`src/rtl/kmeans_pkg.sv`:
```
// Shared constants, FSM encoding and divider tag layout for the K-means
// cluster-mean datapath.
package kmeans_pkg;

    localparam int K           = 4;
    localparam int COORD_W     = 8;
    localparam int SUM_W       = 20;
    localparam int CNT_W       = 12;
    localparam int DIV_LATENCY = 24;

    typedef enum logic [1:0] {
        ST_IDLE  = 2'd0,
        ST_ACCUM = 2'd1,
        ST_ISSUE = 2'd2,
        ST_DRAIN = 2'd3
    } state_e;

    // Tag word is {valid, axis, empty, idx}; the index occupies the low bits
    // and the flag offsets below are counted from just above the index.
    localparam int TAG_EMPTY_OFS = 0;
    localparam int TAG_AXIS_OFS  = 1;
    localparam int TAG_VALID_OFS = 2;
    localparam int TAG_FLAGS_W   = 3;

endpackage

```
`src/rtl/div_tag_pipe.sv`:
```
// Fixed-depth delay line that carries operand tags alongside the external
// divider pipeline so each quotient can be matched to its cluster and axis.
module div_tag_pipe #(
    parameter int DEPTH = 24,
    parameter int TAG_W = 5
) (
    input  logic             clk,
    input  logic             sclr,
    input  logic             en_i,
    input  logic [TAG_W-1:0] tag_i,
    output logic [TAG_W-1:0] tag_o
);

    logic [DEPTH-1:0][TAG_W-1:0] stage_q;

    // Advances only when the divider advances, keeping tags in lock-step.
    always_ff @(posedge clk) begin
        if (sclr) begin
            stage_q <= '0;
        end else if (en_i) begin
            stage_q <= {stage_q[DEPTH-2:0], tag_i};
        end
    end

    assign tag_o = stage_q[DEPTH-1];

endmodule

```
`src/rtl/cluster_mean_accumulator.sv`:
```
// Accumulates per-cluster sums/counts over one assignment pass, then feeds the
// pipelined divider and reassembles its quotients into one centroid per cluster.
module cluster_mean_accumulator
    import kmeans_pkg::*;
#(
    parameter int K           = kmeans_pkg::K,
    parameter int COORD_W     = kmeans_pkg::COORD_W,
    parameter int SUM_W       = kmeans_pkg::SUM_W,
    parameter int CNT_W       = kmeans_pkg::CNT_W,
    parameter int DIV_LATENCY = kmeans_pkg::DIV_LATENCY
) (
    input  logic                 clk,
    input  logic                 sclr,
    input  logic                 start,
    input  logic                 pt_valid,
    output logic                 pt_ready,
    input  logic [COORD_W-1:0]   pt_x,
    input  logic [COORD_W-1:0]   pt_y,
    input  logic [$clog2(K)-1:0] pt_cluster,
    input  logic                 pt_last,
    output logic                 div_ce,
    output logic [SUM_W-1:0]     div_dividend,
    output logic [CNT_W-1:0]     div_divisor,
    input  logic [SUM_W-1:0]     div_quotient,
    output logic                 mean_valid,
    output logic [$clog2(K)-1:0] mean_idx,
    output logic [SUM_W-1:0]     mean_x,
    output logic [SUM_W-1:0]     mean_y,
    output logic                 mean_empty,
    output logic                 done,
    output logic                 overflow
);

    localparam int IDX_W = $clog2(K);
    localparam int TAG_W = IDX_W + TAG_FLAGS_W;
    localparam logic [CNT_W-1:0] CNT_MAX    = '1;
    localparam logic [IDX_W:0]   ISSUE_LAST = (IDX_W+1)'(2*K-1);
    localparam logic [IDX_W-1:0] IDX_LAST   = IDX_W'(K-1);

    if (SUM_W < COORD_W + CNT_W) begin : g_sum_w_check
        $error("cluster_mean_accumulator: SUM_W must be >= COORD_W + CNT_W");
    end

    state_e           state_q;
    logic [SUM_W-1:0] sum_x_q [K];
    logic [SUM_W-1:0] sum_y_q [K];
    logic [CNT_W-1:0] cnt_q   [K];
    logic [IDX_W:0]   issue_q;
    logic [SUM_W-1:0] hold_x_q;
    logic [SUM_W-1:0] mean_x_q;
    logic [SUM_W-1:0] mean_y_q;
    logic [IDX_W-1:0] mean_idx_q;
    logic             mean_valid_q;
    logic             mean_empty_q;
    logic             done_q;
    logic             overflow_q;

    logic [IDX_W-1:0] issue_k;
    logic             issue_axis;
    logic             issue_empty;
    logic             pt_fire;
    logic             pt_fits;
    logic [TAG_W-1:0] tag_d;
    logic [TAG_W-1:0] tag_q;
    logic             tag_valid;
    logic             tag_axis;
    logic             tag_empty;
    logic [IDX_W-1:0] tag_idx;

    // Issue counter walks x,y of cluster 0, then x,y of cluster 1, ...
    assign issue_k     = issue_q[IDX_W:1];
    assign issue_axis  = issue_q[0];
    assign issue_empty = (cnt_q[issue_k] == '0);

    assign pt_ready = (state_q == ST_ACCUM);
    assign pt_fire  = pt_ready && pt_valid;
    assign pt_fits  = (cnt_q[pt_cluster] != CNT_MAX);

    always_comb begin
        div_ce       = 1'b0;
        div_dividend = '0;
        div_divisor  = '0;
        tag_d        = '0;
        if (state_q == ST_ISSUE) begin
            div_ce                       = 1'b1;
            tag_d[IDX_W-1:0]             = issue_k;
            tag_d[IDX_W + TAG_VALID_OFS] = 1'b1;
            tag_d[IDX_W + TAG_AXIS_OFS]  = issue_axis;
            tag_d[IDX_W + TAG_EMPTY_OFS] = issue_empty;
            if (issue_empty) begin
                div_divisor = CNT_W'(1);
            end else begin
                div_dividend = issue_axis ? sum_y_q[issue_k] : sum_x_q[issue_k];
                div_divisor  = cnt_q[issue_k];
            end
        end else if (state_q == ST_DRAIN) begin
            div_ce = 1'b1;
        end
    end

    div_tag_pipe #(
        .DEPTH (DIV_LATENCY),
        .TAG_W (TAG_W)
    ) u_tag_pipe (
        .clk   (clk),
        .sclr  (sclr),
        .en_i  (div_ce),
        .tag_i (tag_d),
        .tag_o (tag_q)
    );

    assign tag_idx   = tag_q[IDX_W-1:0];
    assign tag_valid = tag_q[IDX_W + TAG_VALID_OFS];
    assign tag_axis  = tag_q[IDX_W + TAG_AXIS_OFS];
    assign tag_empty = tag_q[IDX_W + TAG_EMPTY_OFS];

    always_ff @(posedge clk) begin
        if (sclr) begin
            state_q      <= ST_IDLE;
            issue_q      <= '0;
            hold_x_q     <= '0;
            mean_x_q     <= '0;
            mean_y_q     <= '0;
            mean_idx_q   <= '0;
            mean_valid_q <= 1'b0;
            mean_empty_q <= 1'b0;
            done_q       <= 1'b0;
            overflow_q   <= 1'b0;
            for (int i = 0; i < K; i++) begin
                sum_x_q[i] <= '0;
                sum_y_q[i] <= '0;
                cnt_q[i]   <= '0;
            end
        end else begin
            mean_valid_q <= 1'b0;
            done_q       <= 1'b0;
            case (state_q)
                ST_IDLE: begin
                    if (start) begin
                        for (int i = 0; i < K; i++) begin
                            sum_x_q[i] <= '0;
                            sum_y_q[i] <= '0;
                            cnt_q[i]   <= '0;
                        end
                        overflow_q <= 1'b0;
                        state_q    <= ST_ACCUM;
                    end
                end
                ST_ACCUM: begin
                    if (pt_fire) begin
                        if (pt_fits) begin
                            sum_x_q[pt_cluster] <= sum_x_q[pt_cluster] + SUM_W'(pt_x);
                            sum_y_q[pt_cluster] <= sum_y_q[pt_cluster] + SUM_W'(pt_y);
                            cnt_q[pt_cluster]   <= cnt_q[pt_cluster] + CNT_W'(1);
                        end else begin
                            overflow_q <= 1'b1;
                        end
                        if (pt_last) begin
                            issue_q <= '0;
                            state_q <= ST_ISSUE;
                        end
                    end
                end
                ST_ISSUE: begin
                    issue_q <= issue_q + 1'b1;
                    if (issue_q == ISSUE_LAST) begin
                        state_q <= ST_DRAIN;
                    end
                end
                ST_DRAIN: begin
                    if (mean_valid_q && mean_idx_q == IDX_LAST) begin
                        done_q  <= 1'b1;
                        state_q <= ST_IDLE;
                    end
                end
                default: state_q <= ST_IDLE;
            endcase

            // x quotient arrives one cycle ahead of y; hold it so both publish together.
            if (tag_valid) begin
                if (!tag_axis) begin
                    hold_x_q <= tag_empty ? '0 : div_quotient;
                end else begin
                    mean_x_q     <= tag_empty ? '0 : hold_x_q;
                    mean_y_q     <= tag_empty ? '0 : div_quotient;
                    mean_idx_q   <= tag_idx;
                    mean_empty_q <= tag_empty;
                    mean_valid_q <= 1'b1;
                end
            end
        end
    end

    assign mean_valid = mean_valid_q;
    assign mean_idx   = mean_idx_q;
    assign mean_x     = mean_x_q;
    assign mean_y     = mean_y_q;
    assign mean_empty = mean_empty_q;
    assign done       = done_q;
    assign overflow   = overflow_q;

endmodule

```
`config.mk`:
```
export PLATFORM = sky130hd
export DESIGN_NAME = cluster_mean_accumulator
export DESIGN_NICKNAME = d
export VERILOG_FILES = /design/src/rtl/kmeans_pkg.sv /design/src/rtl/div_tag_pipe.sv /design/src/rtl/cluster_mean_accumulator.sv
export SDC_FILE = /design/constraint.sdc
export NUM_CORES = 1
export LEC_CHECK = 0
export ABC_AREA = 1
export CAP_MARGIN = 20
export CORE_ASPECT_RATIO = 0.6
export CORE_UTILIZATION = 58
export CTS_CLUSTER_SIZE = 24
export DETAILED_ROUTE_END_ITERATION = 6
export PLACE_DENSITY = 0.78
export SETUP_SLACK_MARGIN = 0.2
export SYNTH_ARGS = -nofsm -noshare
export SYNTH_HDL_FRONTEND = slang
export SYNTH_SLANG_ARGS = --single-unit
export TNS_END_PERCENT = 5
```
`constraint.sdc`:
```
create_clock -name clk -period 11.1 [get_ports clk]
set_input_delay 1.11 -clock clk [delete_from_list [all_inputs] [get_ports clk]]
set_output_delay 1.11 -clock clk [all_outputs]
set_load 0.02 [all_outputs]
```
==> results.ini, run 1 <==
[sta]
maxSlewViolCount = 0
maxSlewHeadroom_pct = 23.7
fin_tns_setup_ps = 0
worst_pin_slew_ps = 1140
finClkSkew_ps = 17.6
grt_setup_unrepaired = no
final-hold-violation-count = 0
post-route-period-util_pct = 56.0
finalSetupViolCount = 0
period_minus_slack_ps = 6220
fmax_ghz = 0.161

[yosys]
synth_ff_type = edfxtp_1
yosys_warnings = 0
synth-edff-count = 208
synthesis.nets = 2373
synth.cell_area_mm2 = 0.0189
synth.distinct_cells = 45
synth_seq_cells = 401
ys_seq_area_share_pct = 53.5
async_reset_ff_share_pct = 0
syn_avg_cell_area_um2 = 8.20
netlist_instances = 2305

[grt]
grt_util_all_layers_pct = 29.8
grt-ovfl-total = 0
grt_pass1_wl_um = 78900
grt_max_degree = 124
grt_pass1_vias = 14496
grt_antenna_before_repair = 0

[cts]
clkSinkCount = 401
htreeDepth = 2
worstSkewPairLatency_ps = 540
post_cts_buffers = 0
clock_path_buffers = 3
cts_root_buf = clkbuf_16
hold_buffers = 0
cts_buffers = 37
ctsResizeCount = 0
cts_tree = done
clkSlewWorstSetupHoldPaths_ps = 70

[power]
seq_power_share_pct = 46.8
p_int_mw = 3.10
p_comb_share_pct = 26.2
power_frac_clock_pct = 27.1
cellPowerDensity_mw_per_mm2 = 219
worst_ir_drop_vdd_mv = 0.123
swShare_pct = 33.7
p_leak_nw = 8.44
switching_power_mw = 1.58

[critical_path]
cp-startpoint = pt_cluster[1]
worstReg2RegEnd = sum_x_q[2][14]
regToRegSetupSlack_ps = 7070
r2r_cells = 7
crit_type = input pin to flop
arrival_ps = 6380
path_max_fanout = 53
critPathCapture = sum_x_q[2][14]
worst_ep_required_time_ps = 11260
cp-end-kind = flop
r2r-start = state_q[1]
start_kind = input pin

[detailed_routing]
post_drt_wl_per_cell_um = 18.1
drt_iter0_drc = 2291
final_antenna_net_count = 0
num_vias = 16311
firstDrtPassIters = 6
drc = 0
vias_per_cell = 5.85
wl_um = 50400

[placed_design]
portBuffers = 122
gp_congestion = 0.920
hpwl_um = 31100

[finish]
nets = 2413
diodes = 0
syn_to_final_growth_pct = 12.8
final_util_pct = 67.5
drive_gt1_share_pct = 4.26

[floorplanning]
initial_core_util_pct = 59.9
die_h_um = 142
die_w_um = 235
coreArea_mm2 = 0.0316
die-area_mm2 = 0.0334
num_rows = 50
ios = 123

[run]
max_cap_violations = 0

[hold_path]
hp-class = flop to flop

[status]
status = completed

cells in the mapped netlist (7+ instances only):
cell,n,area [um2]
o21ai_0,228,1140
nor3_1,9,45.0
buf_1,13,48.8
a32o_1,14,140
nor2_1,539,2020
nand3_1,56,280
inv_1,138,518
o22ai_1,19,119
xor2_1,22,193
buf_2,11,55.1
edfxtp_1,208,6250
nand4_1,21,131
ha_1,23,288
nand2_1,458,1720
buf_4,23,173
dfxtp_1,193,3860
xnor2_1,11,96.3
clkbuf_1,86,323
o221ai_1,12,105
a21oi_1,144,721
buf_6,7,78.8
a22oi_1,17,128
cell usage in the layout (no fill, tap or decap), drive strengths merged:
cell type and instances:
a22o 4, o22a 3, nand4 21, nand2 460
a211oi 3, o2bb2ai 1, xnor2 11, a21o 1
a221oi 2, fa 2, clkinv 16, nand3 62
a2bb2oi 1, dfxtp 193, o221ai 12, nor2 548
nor3 10, a21oi 146, a22oi 17, buf 19
o21ai 232, clkbuf 50, o22ai 19, a32oi 1
inv 139, clkdlybuf4s50 122, edfxtp 208, a32o 14
xor2 22, ha 23, o21a 3, bufinv 3
a31oi 3
power groups by stage:
stage	Combinational, mW	Clock (mW)	Sequential, mW
after floorplan	0.880	0	2.16
after global placement	1.16	0	2.19
after detailed placement	1.20	0	2.21
after CTS	1.21	1.28	2.18
after global routing	1.36	1.34	2.23
final	1.22	1.27	2.19
flip-flops by register name (all words and copies together), names as in the netlist, 2 cells and up, named ones only:
| register | flops |
|---|---|
| u_tag_pipe.stage_q | 115 |
| sum_x_q | 80 |
| sum_y_q | 80 |
| cnt_q | 48 |
| hold_x_q | 20 |
| mean_x | 20 |
| mean_y | 20 |
| u_tag_pipe.tag_o | 5 |
| issue_q | 3 |
| mean_idx | 2 |
| state_q | 2 |
worst max-delay path, cell delays in order:
cell             delay (ps)
clkdlybuf4s50_1         940
nand2_4                 640
clkinv_2                430
nand2_1                 150
nand2_1                  60
nor2_1                  220
inv_1                   150
ha_1                    250
nand2_1                 130
nor2_2                   90
nand3_4                 160
nand3_4                 640
nand2_2                 720
buf_4                   630
routing by layer:
layer  vias to the layer above  track usage, %  wire [um]
li1                       7715               -          -
met1                      7581            45.5      22000
met2                       937            43.0      21400
met3                        78            6.34       6300
met4                         0            6.72        710
met5                         -               0          0
stage by stage:
stage / total power, mW / setup WS [ps] / instance area [um2] / std cells / hold WS, ps
after floorplan: 3.03 / 6710 / 18900 / 2305 / 425
after global placement: 3.35 / 4640 / 20100 / 2722 / 443
after detailed placement: 3.40 / 4490 / 20100 / 2722 / 445
after CTS: 4.66 / 5040 / 21300 / 2787 / 456
after global routing: 4.93 / 4690 / 21300 / 2787 / 477
final: 4.67 / 4880 / 21300 / 2787 / 453
kinds of logic after synthesis:
| kind of cell | count (synthesis) | synth area share (%) |
|---|---|---|
| AND/OR/NAND/NOR | 1101 | 23.3 |
| XOR/XNOR | 33 | 1.53 |
| buffers and inverters | 283 | 6.43 |
| AO/OA/AOI/OAI | 462 | 13.6 |
| flip-flops | 401 | 53.5 |
| adder cells (fa/ha/maj) | 25 | 1.73 |
final cells by class:
type / count / area, um2
Fill cell: 2484 / 10300
Sequential cell: 401 / 10100
Multi-Input combinational cell: 1621 / 7610
Timing Repair Buffer: 141 / 1360
Clock buffer: 50 / 1030
Inverter: 143 / 541
Tap cell: 416 / 520
Clock inverter: 15 / 156
worst min path at each step:
stage                                startpoint                     to  depth (start not counted)
after floorplan           u_tag_pipe.stage_q[2]  u_tag_pipe.stage_q[7]                          2
after global placement              hold_x_q[7]              mean_x[7]                          2
after detailed placement               overflow               overflow                          2
after CTS                              overflow               overflow                          2
after global routing                hold_x_q[1]              mean_x[1]                          2
final                                  overflow               overflow                          2
(Power assumes the default switching activity.)
==> run 2: changes to the inputs <==
--- a/config.mk
+++ b/config.mk
@@ -8,10 +8,10 @@
 export ABC_AREA = 1
 export CAP_MARGIN = 20
 export CORE_ASPECT_RATIO = 0.6
-export CORE_UTILIZATION = 58
+export CORE_UTILIZATION = 54
 export CTS_CLUSTER_SIZE = 24
 export DETAILED_ROUTE_END_ITERATION = 6
-export PLACE_DENSITY = 0.78
+export PLACE_DENSITY = 0.77
 export SETUP_SLACK_MARGIN = 0.2
 export SYNTH_ARGS = -nofsm -noshare
 export SYNTH_HDL_FRONTEND = slang
==> constraint.sdc (replaced) <==
create_clock -name clk -period 5.41 [get_ports clk]
set_input_delay 0.541 -clock clk [delete_from_list [all_inputs] [get_ports clk]]
set_output_delay 0.541 -clock clk [all_outputs]
set_load 0.02 [all_outputs]
==> run 2 against run 1 <==
  * Final cell count is 2.2% higher
  * Critical endpoint is now div_divisor[0]
  * Combinational power is 110% higher
  * Die area is 7.3% higher
  * Final area is 1.0% higher
  * Count of clock-buffer cells in the layout is 6 higher
  * Clock power is 100% higher
  * Power is 100% higher
  * Sequential share of layout area is 0.49 points lower
  * Sequential power is 100% higher
  * Global-route usage is 2.3 points lower
==> results.ini, run 2 (synthesized netlist as in run 1, its figures left out) <==
[status]
status = completed

[critical_path]
regToRegSetupSlack_ps = 2160  ; -4910 ps
r2r-start = sum_y_q[0][0]
crit_family = buffers and inverters
worstReg2RegEnd = sum_y_q[1][12]
start_kind = flop
cp_common_cell = buf_4
cp_num_cells = 10  ; -4
slowest_delay_ps = 660  ; -280 ps
slowest_stage = clkdlybuf4s50_1
cp-end-kind = primary output
arrival_ps = 3780  ; -2600 ps
path_buf_inv = 4  ; unchanged
path_max_fanout = 44  ; -17%
r2r_cells = 14  ; +7
crit_chain = inv_2 > buf_4 > o21ai_0 > o2bb2ai_1 > nand2_1 > nor2_1 > nand3_1 > buf_4 > a21oi_1 > clkdlybuf4s50_1
crit_type = flop to primary output
worst_ep_required_time_ps = 4870  ; -6390 ps

[detailed_routing]
post_drt_wl_per_cell_um = 17.7  ; -2.0%
firstDrtPassIters = 6  ; unchanged
final_antenna_net_count = 0  ; unchanged
drc = 0  ; unchanged
wl_met3_um = 5240  ; -17%
num_vias = 16359  ; +0.29%
topRoutingLayerUsed = met4
vias_per_cell = 5.74  ; -1.9%
wl_met1_um = 21600  ; -1.8%
drt_iter0_drc = 1977  ; -14%
wl_um = 50500  ; +0.10%
dr_wl_met2_um = 22400  ; +4.4%

[cts]
worstSkewPairLatency_ps = 560  ; +20 ps
post_cts_buffers = 0  ; unchanged
clkSlewWorstSetupHoldPaths_ps = 60  ; about the same
cts_buffers = 37  ; unchanged
clock_path_buffers = 3  ; unchanged
htreeDepth = 2  ; unchanged
clkSinkCount = 401  ; unchanged
cts_tree = done
hold_buffers = 0  ; unchanged
cts_root_buf = clkbuf_16
ctsResizeCount = 0  ; unchanged

[finish]
nets = 2430  ; +0.70%
diodes = 0  ; unchanged
final_common_cell = nor2_1
syn_to_final_growth_pct = 14.0
top_register = u_tag_pipe.stage_q
largest_reg_flops = 115  ; unchanged
mostFrequentLayoutCells = nor2_1 (537), nand2_1 (454), o21ai_0 (228)
drive_gt1_share_pct = 5.06  ; +0.81 points
reg_top3 = u_tag_pipe.stage_q x115, sum_x_q x80, sum_y_q x80

[floorplanning]
num_rows = 52  ; +4.0%
initial_core_util_pct = 55.5  ; -4.4 points
die-area_mm2 = 0.0358  ; +7.3%
ios = 123  ; unchanged
die_w_um = 244  ; +3.6%
coreArea_mm2 = 0.0341  ; +7.9%
die_h_um = 147  ; +3.6%

[sta]
grt_setup_unrepaired = no
fin_tns_setup_ps = 0  ; unchanged
finClkSkew_ps = 28.2  ; +10.7 ps
maxSlewViolCount = 0  ; unchanged
finalSetupViolCount = 0  ; unchanged
worst_pin_slew_ps = 1060  ; -77.6 ps
fmax_ghz = 0.231
post-route-period-util_pct = 79.9
period_minus_slack_ps = 4330
final-hold-violation-count = 0  ; unchanged
maxSlewHeadroom_pct = 28.9  ; +5.2 points

[grt]
grt_pass1_vias = 14895  ; +2.8%
grt_util_all_layers_pct = 27.5  ; -2.3 points
grt-ovfl-total = 0  ; unchanged
grt_antenna_before_repair = 0  ; unchanged
grt_pass1_wl_um = 78700  ; -0.28%
grt_max_degree = 120  ; -3.2%

[hold_path]
min_path_cells = 2  ; unchanged
hp-class = flop to flop
whs_endpoint = overflow
hold_start = overflow

[power]
switching_power_mw = 3.22  ; +100%
seq_power_share_pct = 46.6  ; -0.2 points
p_total_mw = 9.57  ; +100%
p_int_mw = 6.35  ; +100%
p_comb_share_pct = 26.4  ; +0.2 points
p_leak_nw = 8.54  ; +1.2%
cellPowerDensity_mw_per_mm2 = 444  ; +100%
power_frac_clock_pct = 26.9  ; -0.2 points
swShare_pct = 33.6  ; -0.10 points
worst_ir_drop_vdd_mv = 0.250  ; +100%

[placed_design]
gp_congestion = 0.899  ; -2.3%
hpwl_um = 30900  ; -0.57%
portBuffers = 122  ; unchanged

[run]
max_cap_violations = 0  ; unchanged

run 2: layer usage:
metal | global-route usage (%) | vias up
met2 | 42.0 | 910
met3 | 5.19 | 115
li1 | - | 7744
met4 | 9.00 | 0
met5 | 0 | -
met1 | 39.5 | 7590
run 2: cell type report:
class                   count  area, um2
clock buffers              56       1100
clock inverters            10       75.1
fillers                  2811      12500
inverters                 143        541
multi-input cells        1621       7600
flip-flops and latches    401      10100
well taps                 459        574
repair buffers            158       1540
run 2: worst max path at each step:
stage,from,end,slack (ps)
6_report,flop,div_divisor[0],1080
2_1_floorplan,pt_cluster[1],cnt_q[0][0],1590
3_3_place_gp,pt_cluster[0],sum_x_q[0][18],930
3_5_place_dp,pt_cluster[1],sum_y_q[1][12],750
5_1_grt,flop,div_divisor[0],900
4_1_cts,flop,div_dividend[19],950
run 2: power by group through the flow:
stage	Combinational [mW]	Sequential (mW)	Clock, mW
final	2.53	4.46	2.57
after CTS	2.50	4.45	2.60
after global routing	2.83	4.55	2.72
after detailed placement	2.48	4.50	0
after global placement	2.40	4.47	0
after floorplan	1.80	4.42	0
run 2: metrics by stage:
step | utilization (%) | hold WS (ps) | instance area, um2 | setup WS (ps) | instances
3_5_place_dp | 59.5 | 448 | 20300 | 752 | 2779
4_1_cts | 63.0 | 458 | 21500 | 949 | 2845
2_1_floorplan | - | 425 | 18900 | 1590 | 2305
5_1_grt | 63.2 | 468 | 21600 | 903 | 2848
6_report | 63.2 | 456 | 21600 | 1080 | 2848
3_3_place_gp | 59.5 | 442 | 20300 | 932 | 2779
run 2: tightest hold or removal path, cell delays in order, from the launching register on:
cell and delay [ps]:
dfxtp_1 310, inv_1 50, a21oi_1 50
==> run 3: changes to the inputs <==
==> constraint.sdc (replaced) <==
create_clock -name clk -period 3.6 [get_ports clk]
set_input_delay 0.36 -clock clk [delete_from_list [all_inputs] [get_ports clk]]
set_output_delay 0.36 -clock clk [all_outputs]
set_load 0.02 [all_outputs]
==> run 3 against run 2 <==
  * Global-route usage up 1.3 points
  * Combinational power rose by 61%
  * Core utilization increased by 2.5 points
  * Setup slack worse by 900 ps
  * Clock power is 60% higher
  * Register-to-register slack worse by 1500 ps
  * Sequential share of layout area is 1.8 points lower
  * Die area unchanged
  * Critical path depth rose by 1
  * First-iteration DRC count increased by 5.2%
  * Critical path type unchanged
  * Largest power group unchanged
==> results.ini, run 3 (synthesized netlist as in run 1, its figures left out) <==
[status]
status = completed

[finish]
top_register = u_tag_pipe.stage_q
mostFrequentLayoutCells = nor2_1 (537), nand2_1 (453), o21ai_0 (226)
nFillCells = 2687  ; -4.4%
reg_top3 = u_tag_pipe.stage_q x115, sum_x_q x80, sum_y_q x80
nets = 2491  ; +2.5%
final_common_cell = nor2_1
largest_reg_flops = 115  ; unchanged
diodes = 0  ; unchanged
final_util_pct = 65.7  ; +2.5 points
seq_area_mm2 = 0.0101  ; unchanged
final_cells = 2911  ; +2.2%
drive_gt1_share_pct = 8.03  ; +3.0 points
syn_to_final_growth_pct = 18.5
multi_input_area_mm2 = 0.00764  ; +0.49%

[hold_path]
hold_start = div_quotient[13]
hp-class = input pin to flop

[detailed_routing]
firstDrtPassIters = 6  ; unchanged
post_drt_wl_per_cell_um = 18.2  ; +2.8%
wl_um = 53000  ; +5.1%
vias_per_cell = 5.77  ; +0.47%
num_vias = 16800  ; +2.7%
drc = 0  ; unchanged
final_antenna_net_count = 0  ; unchanged
drt_iter0_drc = 2079  ; +5.2%

[power]
p_leak_nw = 9.32  ; +9.1%
worst_ir_drop_vdd_mv = 0.356  ; +43%
cellPowerDensity_mw_per_mm2 = 664  ; +50%

[placed_design]
gp_congestion = 0.955  ; +6.2%
portBuffers = 122  ; unchanged
pre_cts_slack_ps = -174  ; -926 ps
placed_cells = 2836  ; +2.1%
hpwl_um = 34200  ; +11%

[run]
max_cap_violations = 0  ; unchanged

[critical_path]
slowest_stage = clkdlybuf4s50_1
path_max_fanout = 7  ; -84%
crit_chain = buf_4 > clkinvlp_4 > buf_4 > a21oi_1 > a22o_1 > nand2_1 > nor2_1 > nand3_2 > nand2_1 > nor2_1 > clkdlybuf4s50_1
worst_ep_required_time_ps = 3240  ; -1630 ps
start_kind = flop
cp-end-kind = primary output
r2r-start = sum_y_q[0][0]
arrival_ps = 3050  ; -730 ps
crit_type = flop to primary output
slowest_delay_ps = 540  ; -120 ps

[floorplanning]
die_h_um = 147  ; unchanged
num_rows = 52  ; unchanged
initial_core_util_pct = 55.5  ; unchanged
die-area_mm2 = 0.0358  ; unchanged
die_w_um = 244  ; unchanged
ios = 123  ; unchanged
coreArea_mm2 = 0.0341  ; unchanged

[grt]
grt_pass1_wl_um = 81700  ; +3.7%
grt_antenna_before_repair = 0  ; unchanged
grt-ovfl-total = 0  ; unchanged
grt_util_all_layers_pct = 28.8  ; +1.3 points
grt_max_degree = 120  ; unchanged
grt_pass1_vias = 15248  ; +2.4%

[cts]
worstSkewPairLatency_ps = 560  ; about the same
clock_path_buffers = 3  ; unchanged
hold_buffers = 0  ; unchanged
cts_root_buf = clkbuf_16
cts_buffers = 37  ; unchanged
clkSlewWorstSetupHoldPaths_ps = 70  ; about the same
htreeDepth = 2  ; unchanged
cts_tree = done
clkSinkCount = 401  ; unchanged

[sta]
finClkSkew_ps = 37.3  ; +9.03 ps
finalSetupViolCount = 0  ; unchanged
final-hold-violation-count = 0  ; unchanged
fin_tns_setup_ps = 0  ; unchanged
grt_setup_unrepaired = yes
maxSlewViolCount = 0  ; unchanged
worst_pin_slew_ps = 1090  ; +20.7 ps
post-route-period-util_pct = 94.9
fmax_ghz = 0.293
fin_ws_ps = 185  ; -900 ps
holdWs_ps = 408  ; -47.1 ps
period_minus_slack_ps = 3410
maxSlewHeadroom_pct = 27.6  ; -1.3 points

run 3: cell types whose count changed in the layout (fill, tap and decap cells not counted), sizes merged:
cell / change
clkinvlp: +3
buf: +61
dlymetal6s2s: +19
clkinv: +2
clkbuf: -7
inv: +1
bufinv: +3
clkdlybuf4s50: -19
run 3: layout make-up:
| type | count | share of cell area (%) |
|---|---|---|
| clock inverter | 19 | 0.921 |
| tap | 459 | 2.56 |
| timing repair buffer | 219 | 10.1 |
| inverter | 143 | 2.43 |
| sequential | 401 | 45.1 |
| multi-input combinational | 1621 | 34.1 |
| clock buffer | 49 | 4.70 |
run 3: final timing paths:
check	end	slack [ps]	cells after the start
max	div_dividend[19]	190	11
min	hold_x_q[13]	410	3
max reg2reg	sum_y_q[2][16]	670	15
min reg2reg	u_tag_pipe.stage_q[3]	460	2
run 3: report_power, final:
group	internal [mW]	leakage [nW]	switching, mW
logic	1.40	4.88	2.68
registers	6.11	3.82	0.599
clock network	2.36	0.619	1.73
run 3: stage by stage:
step | power (mW) | cell area, um2
2_1_floorplan | 9.36 | 18900
3_3_place_gp | 10.6 | 21000
3_5_place_dp | 10.7 | 21000
4_1_cts | 14.8 | 22300
5_1_grt | 15.7 | 22400
6_report | 14.9 | 22400
run 3: timing repair:
| action | in CTS | in global routing |
|---|---|---|
| endpoints found under the setup margin | 21 | 35 |
| gates resized for setup | 8 | 26 |
| pin swaps | 0 | 1 |
| buffers inserted | 5 | 2 |
run 3: worst max-delay path: cells and delay by family, from the launching register on:
family	cells	cell delay, ps
DFF	1	330
AOI/OAI and AO/OA	2	400
and+or+nand+nor	5	570
buffers and inverters	4	1210
run 3: per-layer routing:
metal	part of all wire, %	GRT usage [%]	vias to the layer above
met5	0.083	0	-
met1	41	41.7	7698
li1	-	-	7866
met2	43	43.1	1064
met4	3.0	10.0	2
met3	12	5.74	170
